File: src/rtl/digdug_hiscore_xfer_if.sv
// Bus bundle between the high-score transfer engine, the host NVRAM stream
// and the fpga_digdug high-score RAM port.
//   START_LOAD/START_SAVE  : host command pulses
//   SRC_*                  : host -> core byte stream (LOAD)
//   DST_*                  : core -> host byte stream (SAVE)
//   BUSY/DONE/ERROR        : status back to the host
//   PAUSE_REQ              : ORed into the core PAUSE input
//   hs_*                   : core high-score RAM port
// master = transfer engine, slave = host/core side.
interface digdug_hiscore_xfer_if;
  logic        START_LOAD;
  logic        START_SAVE;
  logic [7:0]  SRC_DATA;
  logic        SRC_VALID;
  logic        SRC_READY;
  logic [7:0]  DST_DATA;
  logic        DST_VALID;
  logic        DST_READY;
  logic        BUSY;
  logic        DONE;
  logic        ERROR;
  logic        PAUSE_REQ;
  logic        hs_access;
  logic [10:0] hs_address;
  logic [7:0]  hs_data_in;
  logic        hs_write;
  logic [7:0]  hs_data_out;

  modport master (
    input  START_LOAD, START_SAVE, SRC_DATA, SRC_VALID, DST_READY, hs_data_out,
    output SRC_READY, DST_DATA, DST_VALID, BUSY, DONE, ERROR, PAUSE_REQ,
           hs_access, hs_address, hs_data_in, hs_write
  );

  modport slave (
    output START_LOAD, START_SAVE, SRC_DATA, SRC_VALID, DST_READY, hs_data_out,
    input  SRC_READY, DST_DATA, DST_VALID, BUSY, DONE, ERROR, PAUSE_REQ,
           hs_access, hs_address, hs_data_in, hs_write
  );
endinterface

File: src/rtl/digdug_hiscore_xfer.sv
// digdug_hiscore_xfer: initiator for the Dig Dug high-score RAM port.
// LOAD copies a host byte stream into core RAM, SAVE streams core RAM back
// to the host. The core is held paused (PAUSE_REQ) and the RAM port granted
// (hs_access) continuously from acquisition through the last access.
// Ports:
//   MCLK   master clock
//   RESET  asynchronous, active-high
//   bus    digdug_hiscore_xfer_if.master (host streams, status, hs_* port)
// Parameters: BASE_ADDR (window start), LENGTH (bytes, 1..2048),
//   SETTLE (cycles in ACQ before first access), RD_LAT (1..3).
// Optional feature macro HS_CHECKSUM_EN: appends an 8-bit checksum trailer
// (~sum of data bytes) to SAVE and checks one on LOAD, flagging ERROR.
module digdug_hiscore_xfer #(
  parameter logic [10:0] BASE_ADDR = 11'h000,
  parameter int          LENGTH    = 64,
  parameter logic [3:0]  SETTLE    = 4'd4,
  parameter logic [1:0]  RD_LAT    = 2'd2
) (
  input logic                    MCLK,
  input logic                    RESET,
  digdug_hiscore_xfer_if.master  bus
);

`ifdef HS_CHECKSUM_EN
  localparam bit CK = 1'b1;
`else
  localparam bit CK = 1'b0;
`endif

  localparam logic [11:0] LEN = 12'(LENGTH);

  typedef enum logic [2:0] {
    S_IDLE, S_ACQ, S_LD_WAIT, S_LD_WR, S_RD_WAIT, S_RD_OUT, S_REL
  } state_t;

  state_t      state, state_nx;
  logic        mode_ld;
  logic        ck_phase;   // data bytes done, now on the checksum beat
  logic [11:0] cnt;
  logic [10:0] addr;       // wraps 2047 -> 0 naturally
  logic [3:0]  tmr;
  logic [7:0]  wr_byte;
  logic [7:0]  rd_byte;
  logic [7:0]  sum;

  logic start_any, src_hs, dst_hs, last_beat, settle_done, lat_done;

  assign start_any   = bus.START_LOAD | bus.START_SAVE;
  assign src_hs      = (state == S_LD_WAIT) & bus.SRC_VALID;
  assign dst_hs      = (state == S_RD_OUT) & bus.DST_READY;
  assign last_beat   = (cnt + 12'd1) == LEN;
  // >= so a zero parameter behaves as one cycle rather than hanging
  assign settle_done = ({1'b0, tmr} + 5'd1) >= {1'b0, SETTLE};
  // hs_data_out is taken on the RD_LAT-th MCLK edge after hs_address moved
  assign lat_done    = (tmr + 4'd1) >= {2'b00, RD_LAT};

  always_ff @(posedge MCLK or posedge RESET) begin
    if (RESET) state <= S_IDLE;
    else       state <= state_nx;
  end

  always_comb begin
    state_nx = state;
    case (state)
      S_IDLE:    if (start_any) state_nx = S_ACQ;
      S_ACQ:     if (settle_done) state_nx = mode_ld ? S_LD_WAIT : S_RD_WAIT;
      S_LD_WAIT: if (src_hs) state_nx = ck_phase ? S_REL : S_LD_WR;
      S_LD_WR:   state_nx = (last_beat && !CK) ? S_REL : S_LD_WAIT;
      S_RD_WAIT: if (lat_done) state_nx = S_RD_OUT;
      S_RD_OUT: begin
        if (dst_hs) begin
          if (ck_phase)       state_nx = S_REL;
          else if (last_beat) state_nx = CK ? S_RD_OUT : S_REL;
          else                state_nx = S_RD_WAIT;
        end
      end
      S_REL:     state_nx = S_IDLE;
      default:   state_nx = S_IDLE;
    endcase
  end

  always_ff @(posedge MCLK or posedge RESET) begin
    if (RESET) begin
      mode_ld  <= 1'b0;
      ck_phase <= 1'b0;
      cnt      <= '0;
      addr     <= BASE_ADDR;
      tmr      <= '0;
      wr_byte  <= '0;
      rd_byte  <= '0;
      sum      <= '0;
    end else begin
      // tmr only means something in ACQ/RD_WAIT; it restarts on every entry
      tmr <= (state_nx != state) ? 4'd0 : tmr + 4'd1;
      case (state)
        S_IDLE: if (start_any) begin
          mode_ld  <= bus.START_LOAD;   // LOAD wins a simultaneous start
          ck_phase <= 1'b0;
          cnt      <= '0;
          addr     <= BASE_ADDR;
          sum      <= '0;
        end
        S_LD_WAIT: if (src_hs) begin
          wr_byte <= bus.SRC_DATA;
          if (!ck_phase) sum <= sum + bus.SRC_DATA;
        end
        S_LD_WR: begin
          cnt  <= cnt + 12'd1;
          addr <= addr + 11'd1;
          if (CK && last_beat) ck_phase <= 1'b1;
        end
        S_RD_WAIT: if (lat_done) begin
          rd_byte <= bus.hs_data_out;
          sum     <= sum + bus.hs_data_out;
        end
        S_RD_OUT: if (dst_hs && !ck_phase) begin
          cnt  <= cnt + 12'd1;
          addr <= addr + 11'd1;
          // sum already holds the last data byte here; the trailer is not a core read
          if (CK && last_beat) begin
            ck_phase <= 1'b1;
            rd_byte  <= ~sum;
          end
        end
        default: ;
      endcase
    end
  end

`ifdef HS_CHECKSUM_EN
  logic err;
  always_ff @(posedge MCLK or posedge RESET) begin
    if (RESET)                          err <= 1'b0;
    else if (state == S_IDLE && start_any) err <= 1'b0;
    else if (src_hs && ck_phase)        err <= (sum + bus.SRC_DATA) != 8'hFF;
  end
  assign bus.ERROR = err;
`else
  assign bus.ERROR = 1'b0;
`endif

  // Strobes decode straight from the state register so RESET drops them at once
  assign bus.BUSY       = state != S_IDLE;
  assign bus.DONE       = state == S_REL;
  assign bus.hs_access  = (state != S_IDLE) && (state != S_REL);
  assign bus.PAUSE_REQ  = bus.hs_access;
  assign bus.SRC_READY  = state == S_LD_WAIT;
  assign bus.DST_VALID  = state == S_RD_OUT;
  assign bus.hs_write   = state == S_LD_WR;
  assign bus.hs_data_in = wr_byte;
  assign bus.hs_address = addr;
  assign bus.DST_DATA   = rd_byte;

endmodule
File: src/flat_wrapper.sv
// flat-port wrapper written by rule: the top's interface ports become plain ports
module digdug_hiscore_xfer_flat 
#(
  parameter logic [10:0] BASE_ADDR = 11'h000,
  parameter int          LENGTH    = 64,
  parameter logic [3:0]  SETTLE    = 4'd4,
  parameter logic [1:0]  RD_LAT    = 2'd2
)
  (MCLK, RESET, bus_START_LOAD, bus_START_SAVE, bus_SRC_DATA, bus_SRC_VALID, bus_DST_READY, bus_hs_data_out, bus_SRC_READY, bus_DST_DATA, bus_DST_VALID, bus_BUSY, bus_DONE, bus_ERROR, bus_PAUSE_REQ, bus_hs_access, bus_hs_address, bus_hs_data_in, bus_hs_write);
  digdug_hiscore_xfer_if bus_i ();
  input logic MCLK;
  input logic RESET;
  input wire logic [$bits(bus_i.START_LOAD)-1:0] bus_START_LOAD;
  input wire logic [$bits(bus_i.START_SAVE)-1:0] bus_START_SAVE;
  input wire logic [$bits(bus_i.SRC_DATA)-1:0] bus_SRC_DATA;
  input wire logic [$bits(bus_i.SRC_VALID)-1:0] bus_SRC_VALID;
  input wire logic [$bits(bus_i.DST_READY)-1:0] bus_DST_READY;
  input wire logic [$bits(bus_i.hs_data_out)-1:0] bus_hs_data_out;
  output wire logic [$bits(bus_i.SRC_READY)-1:0] bus_SRC_READY;
  output wire logic [$bits(bus_i.DST_DATA)-1:0] bus_DST_DATA;
  output wire logic [$bits(bus_i.DST_VALID)-1:0] bus_DST_VALID;
  output wire logic [$bits(bus_i.BUSY)-1:0] bus_BUSY;
  output wire logic [$bits(bus_i.DONE)-1:0] bus_DONE;
  output wire logic [$bits(bus_i.ERROR)-1:0] bus_ERROR;
  output wire logic [$bits(bus_i.PAUSE_REQ)-1:0] bus_PAUSE_REQ;
  output wire logic [$bits(bus_i.hs_access)-1:0] bus_hs_access;
  output wire logic [$bits(bus_i.hs_address)-1:0] bus_hs_address;
  output wire logic [$bits(bus_i.hs_data_in)-1:0] bus_hs_data_in;
  output wire logic [$bits(bus_i.hs_write)-1:0] bus_hs_write;
  assign bus_i.START_LOAD = bus_START_LOAD;
  assign bus_i.START_SAVE = bus_START_SAVE;
  assign bus_i.SRC_DATA = bus_SRC_DATA;
  assign bus_i.SRC_VALID = bus_SRC_VALID;
  assign bus_i.DST_READY = bus_DST_READY;
  assign bus_i.hs_data_out = bus_hs_data_out;
  assign bus_SRC_READY = bus_i.SRC_READY;
  assign bus_DST_DATA = bus_i.DST_DATA;
  assign bus_DST_VALID = bus_i.DST_VALID;
  assign bus_BUSY = bus_i.BUSY;
  assign bus_DONE = bus_i.DONE;
  assign bus_ERROR = bus_i.ERROR;
  assign bus_PAUSE_REQ = bus_i.PAUSE_REQ;
  assign bus_hs_access = bus_i.hs_access;
  assign bus_hs_address = bus_i.hs_address;
  assign bus_hs_data_in = bus_i.hs_data_in;
  assign bus_hs_write = bus_i.hs_write;
  digdug_hiscore_xfer #(.BASE_ADDR(BASE_ADDR), .LENGTH(LENGTH), .SETTLE(SETTLE), .RD_LAT(RD_LAT)) u_core (.MCLK(MCLK), .RESET(RESET), .bus(bus_i));
endmodule
File: config.mk
export PLATFORM = sky130hd
export DESIGN_NAME = digdug_hiscore_xfer_flat
export DESIGN_NICKNAME = d
export VERILOG_FILES = /design/src/rtl/digdug_hiscore_xfer_if.sv /design/src/rtl/digdug_hiscore_xfer.sv /design/src/flat_wrapper.sv
export SDC_FILE = /design/constraint.sdc
export NUM_CORES = 1
export LEC_CHECK = 0
export CORE_MARGIN = 2
export CORE_UTILIZATION = 45
export DETAILED_ROUTE_END_ITERATION = 6
export PLACE_DENSITY = 0.74
export SYNTH_ARGS = -nofsm -noshare
export SYNTH_HDL_FRONTEND = slang
export SYNTH_SLANG_ARGS = --single-unit
File: constraint.sdc
create_clock -name MCLK -period 1.95 [get_ports MCLK]
set_input_delay 0.39 -clock MCLK [delete_from_list [all_inputs] [get_ports MCLK]]
set_output_delay 0.39 -clock MCLK [all_outputs]
set_load 0.02 [all_outputs]
==> parameters.txt <==
Parameter                              Value

Run status
  Outcome    finished with violations
  Violated checks    negative setup slack

STA
  Peak clock frequency supported by timing    0.4884 GHz
  Worst path setup slack after routing    -0.09755 ns
  Final setup violation count    3
  Number of hold violations in the final report    0
  Post-route fraction of the period consumed by the critical path    105.0%
  Setup_tns    -0.2098 ns
  Time the final worst path needs with I/O delays and setup    2.048 ns
  Setup repair after global routing missed its margin    true
  Max Transition Viols Final    0
  Maximum clock skew at final layout    0.01309 ns

Yosys
  Yosys top cell by area    dfrtp_1
  Syn nets    285
  Number of synthesized flops with an enable pin    0
  Syn Inst Count    257
  Post-Syn Area    0.002552 mm2
  Fraction of the yosys area taken by sequential cells    46.08%
  Top area cells in the synthesized netlist    dfrtp_1 (46%), mux2_2 (7.5%), o21ai_0 (3.3%)
  Commonest register cell after synthesis    dfrtp_1
  Post-synth cell types    49
  Post-synth top area share    46.08%
  Average size of a mapped cell    9.932 um2
  Number of storage elements in the synthesis netlist    47
  Yosys Warn Count    0
  Proportion of synthesized flip-flops having asynchronous set or reset    100.0%

Drt
  Vias after detailed routing    2273
  Via-to-Cell Ratio    5.571
  Met2 wire length    3285 um
  Aggregate routed wire length    6507 um
  1st-iter DRT viols    123
  Routed length per placed instance    15.95 um
  Met1 routed wirelength after detailed routing    2841 um
  # DRC    0
  Top layer used by detailed routing    met4
  Count of TritonRoute iterations in the first routing pass    4
  Post-route ant nets    0
  Wire length on met3    249 um

Place
  Placed wire-length estimate    4094 um
  Buffers added on ports    55
  Cell Count Post-Placement    395
  Final weighted congestion of routability-driven global placement    0.8350

Final layout
  Fin util    65.83%
  Post-route non-filler standard cell count    408
  Antenna diode count    0
  Area added between synthesis and finish    42.01%
  Share of final-layout standard cells stronger than drive strength 1    24.11%
  Nets@finish    363

Die
  Die outline area    0.006291 mm2
  Initial core utilization    46.35%
  Site Rows    27
  Width of the die    79.32 um
  Number of top-level design ports    57
  Floorplan core area    0.005507 mm2
  Die height    79.32 um

Pwr
  Overall power of the completed layout    2.745 mW
  Leakage    1.561 nW
  Power density over cell area    757.2 mW/mm2
  Worst vdd rail ir drop    0.4873 mV

Clocking
  CTS tree    yes
  Clk sinks    47
  Insertion delay to the later sink of the worst-skew pair    0.31 ns
  CTS root buffer    clkbuf_8
  Deepest clock path buffer count    2
  Clock input transition at the sequential cells of the worst setup and hold paths    0.09 ns
  Number of buffers added by the clock tree synthesis step    5
  Max H-tree Level    2

Global route
  Vias in the first global route    2204
  Global-route wire length before repair    10160 um
  Global routing usage summed across all routing layers    20.36%
  Total congestion overflow    0
  Largest net degree at the start of global routing    48
  Number of antenna violations at the first check in global routing    0

Setup path
  Max Fanout on Critical Path    4
  Worst EP arrival    2.26 ns
  Worst Setup End Kind    flip-flop
  Crit-path slowest cell    dfrtp_2
  Nature of the critical path startpoint    flip-flop
  Worst EP required    2.17 ns
  Longest individual stage delay on the worst path    0.48 ns
  Cells along the critical path    ha_4 -> xor2_4 -> nor3b_4 -> a2111oi_4 -> buf_4 -> o31a_1 -> nor3b_2
  Setup Crit Path Kind    reg -> reg

Run
  Max Cap Viol    0

Min path
  Class of the tightest hold or removal check    in -> async
## power breakdown
part	switching (mW)	internal [mW]	total [mW]
combinational	0.384	0.385	0.769
clock	0.342	0.422	0.764
sequential	0.126	1.09	1.21
total	0.851	1.89	2.74
## registers in the layout (all words and copies together), names as in the netlist
register	flops
u_core.bus.DST_DATA	8
u_core.mode_ld	1
u_core.tmr	4
u_core.state	3
u_core.bus.hs_address	11
u_core.bus.hs_data_in	8
u_core.cnt	12
## synth_stat cells, types with 3 or more instances
| master | number |
|---|---|
| a22o_1 | 4 |
| nand3_1 | 11 |
| mux2_2 | 17 |
| xor2_1 | 5 |
| nor2b_1 | 5 |
| a31oi_1 | 6 |
| nand2_1 | 19 |
| a21oi_1 | 4 |
| nand4_1 | 7 |
| nor3b_1 | 6 |
| and4_1 | 3 |
| clkbuf_1 | 10 |
| buf_2 | 4 |
| dfrtp_1 | 47 |
| nor2_1 | 15 |
| o22ai_1 | 3 |
| and2_1 | 4 |
| a41o_1 | 3 |
| nor3_1 | 7 |
| and3_1 | 4 |
| ha_1 | 6 |
| o21ai_0 | 17 |
| inv_1 | 12 |
| o31ai_1 | 5 |
## area by class of cell
cell class	instances	area, um2
repair buffers	88	802.0
flip-flops and latches	47	1181
well taps	72	90.09
fillers	413	1882
clock buffers	6	82.58
inverters	12	45.04
clock inverters	2	38.79
multi-input cells	181	1385
## per-layer routing
layer,up-vias,global-route usage (%)
met5,-,0
met4,0,7.586
met3,13,2.841
met2,65,36.27
met1,1105,25.00
li1,1090,-
## layout by cell type, fill, tap and decap left out, types with 4 or more instances in the layout
cell type | synthesis | final
nand4_1 | 7 | 7
o31ai_1 | 5 | 5
dlygate4sd2_1 | 0 | 5
dfrtp_2 | 0 | 4
nor2_1 | 15 | 15
nor3_1 | 7 | 6
inv_1 | 12 | 10
clkdlybuf4s50_1 | 0 | 48
o21ai_0 | 17 | 17
clkbuf_8 | 0 | 6
nor2b_1 | 5 | 5
a22o_1 | 4 | 4
and3_1 | 4 | 4
mux2_4 | 0 | 8
mux2_2 | 17 | 9
a21oi_1 | 4 | 4
and2_1 | 4 | 4
nand3_1 | 11 | 10
a31oi_1 | 6 | 6
nand2_1 | 19 | 19
dfrtp_1 | 47 | 43
buf_4 | 2 | 30
## path summary, 6_finish.rpt
kind / from / endpoint / slack, ns / depth (start not counted)
worst max-delay path: u_core.tmr[0] / u_core.tmr[3] / -0.1 / 7
worst min-delay path: RESET / u_core.bus.DST_DATA[6] / 0.43 / 3
worst max register to register: u_core.tmr[0] / u_core.tmr[3] / -0.1 / 7
worst min register to register: u_core.bus.DST_DATA[1] / u_core.bus.DST_DATA[1] / 0.51 / 1
max in group asynchronous: RESET / u_core.tmr[0] / 1.27 / 3
min in group MCLK: u_core.bus.DST_DATA[1] / u_core.bus.DST_DATA[1] / 0.51 / 1
## what timing repair did
item / CTS / global route
endpoints found under the setup margin: 19 / 15
buffers inserted: 3 / 3
resized for setup: 25 / 18
hold buffers: 0 / 0
pin swaps: 6 / 9
## critical path: cells and delay by family (launching register included)
family                     cells  cell delay [ns]
xor gates and xnor gates       1             0.16
adders and majority gates      1             0.21
buffers and inverters          1             0.15
and+or+nand+nor                2             0.48
AOI/OAI and AO/OA              2             0.49
DFF                            1             0.48
## kinds of logic after synthesis
family,after synthesis,share of synthesized area [%]
and+or+nand+nor,90,18.77
muxes,19,8.284
adders and majority gates,6,2.941
xor gates and xnor gates,7,2.402
DFF,47,46.08
AOI/OAI and AO/OA,58,16.32
buffers and inverters,29,5.049
other,1,0.1469
## stage by stage
step	hold slack [ns]	worst slack [ns]	area (um2)
global route	0.4673	-0.1237	3625
finish	0.4325	-0.09755	3625
detailed placement	0.4956	-0.2266	3332
global placement	0.4854	-0.1700	3332
CTS	0.4424	-0.03271	3552
floorplan	0.4892	0.01834	2552
(Power assumes the default switching activity.)
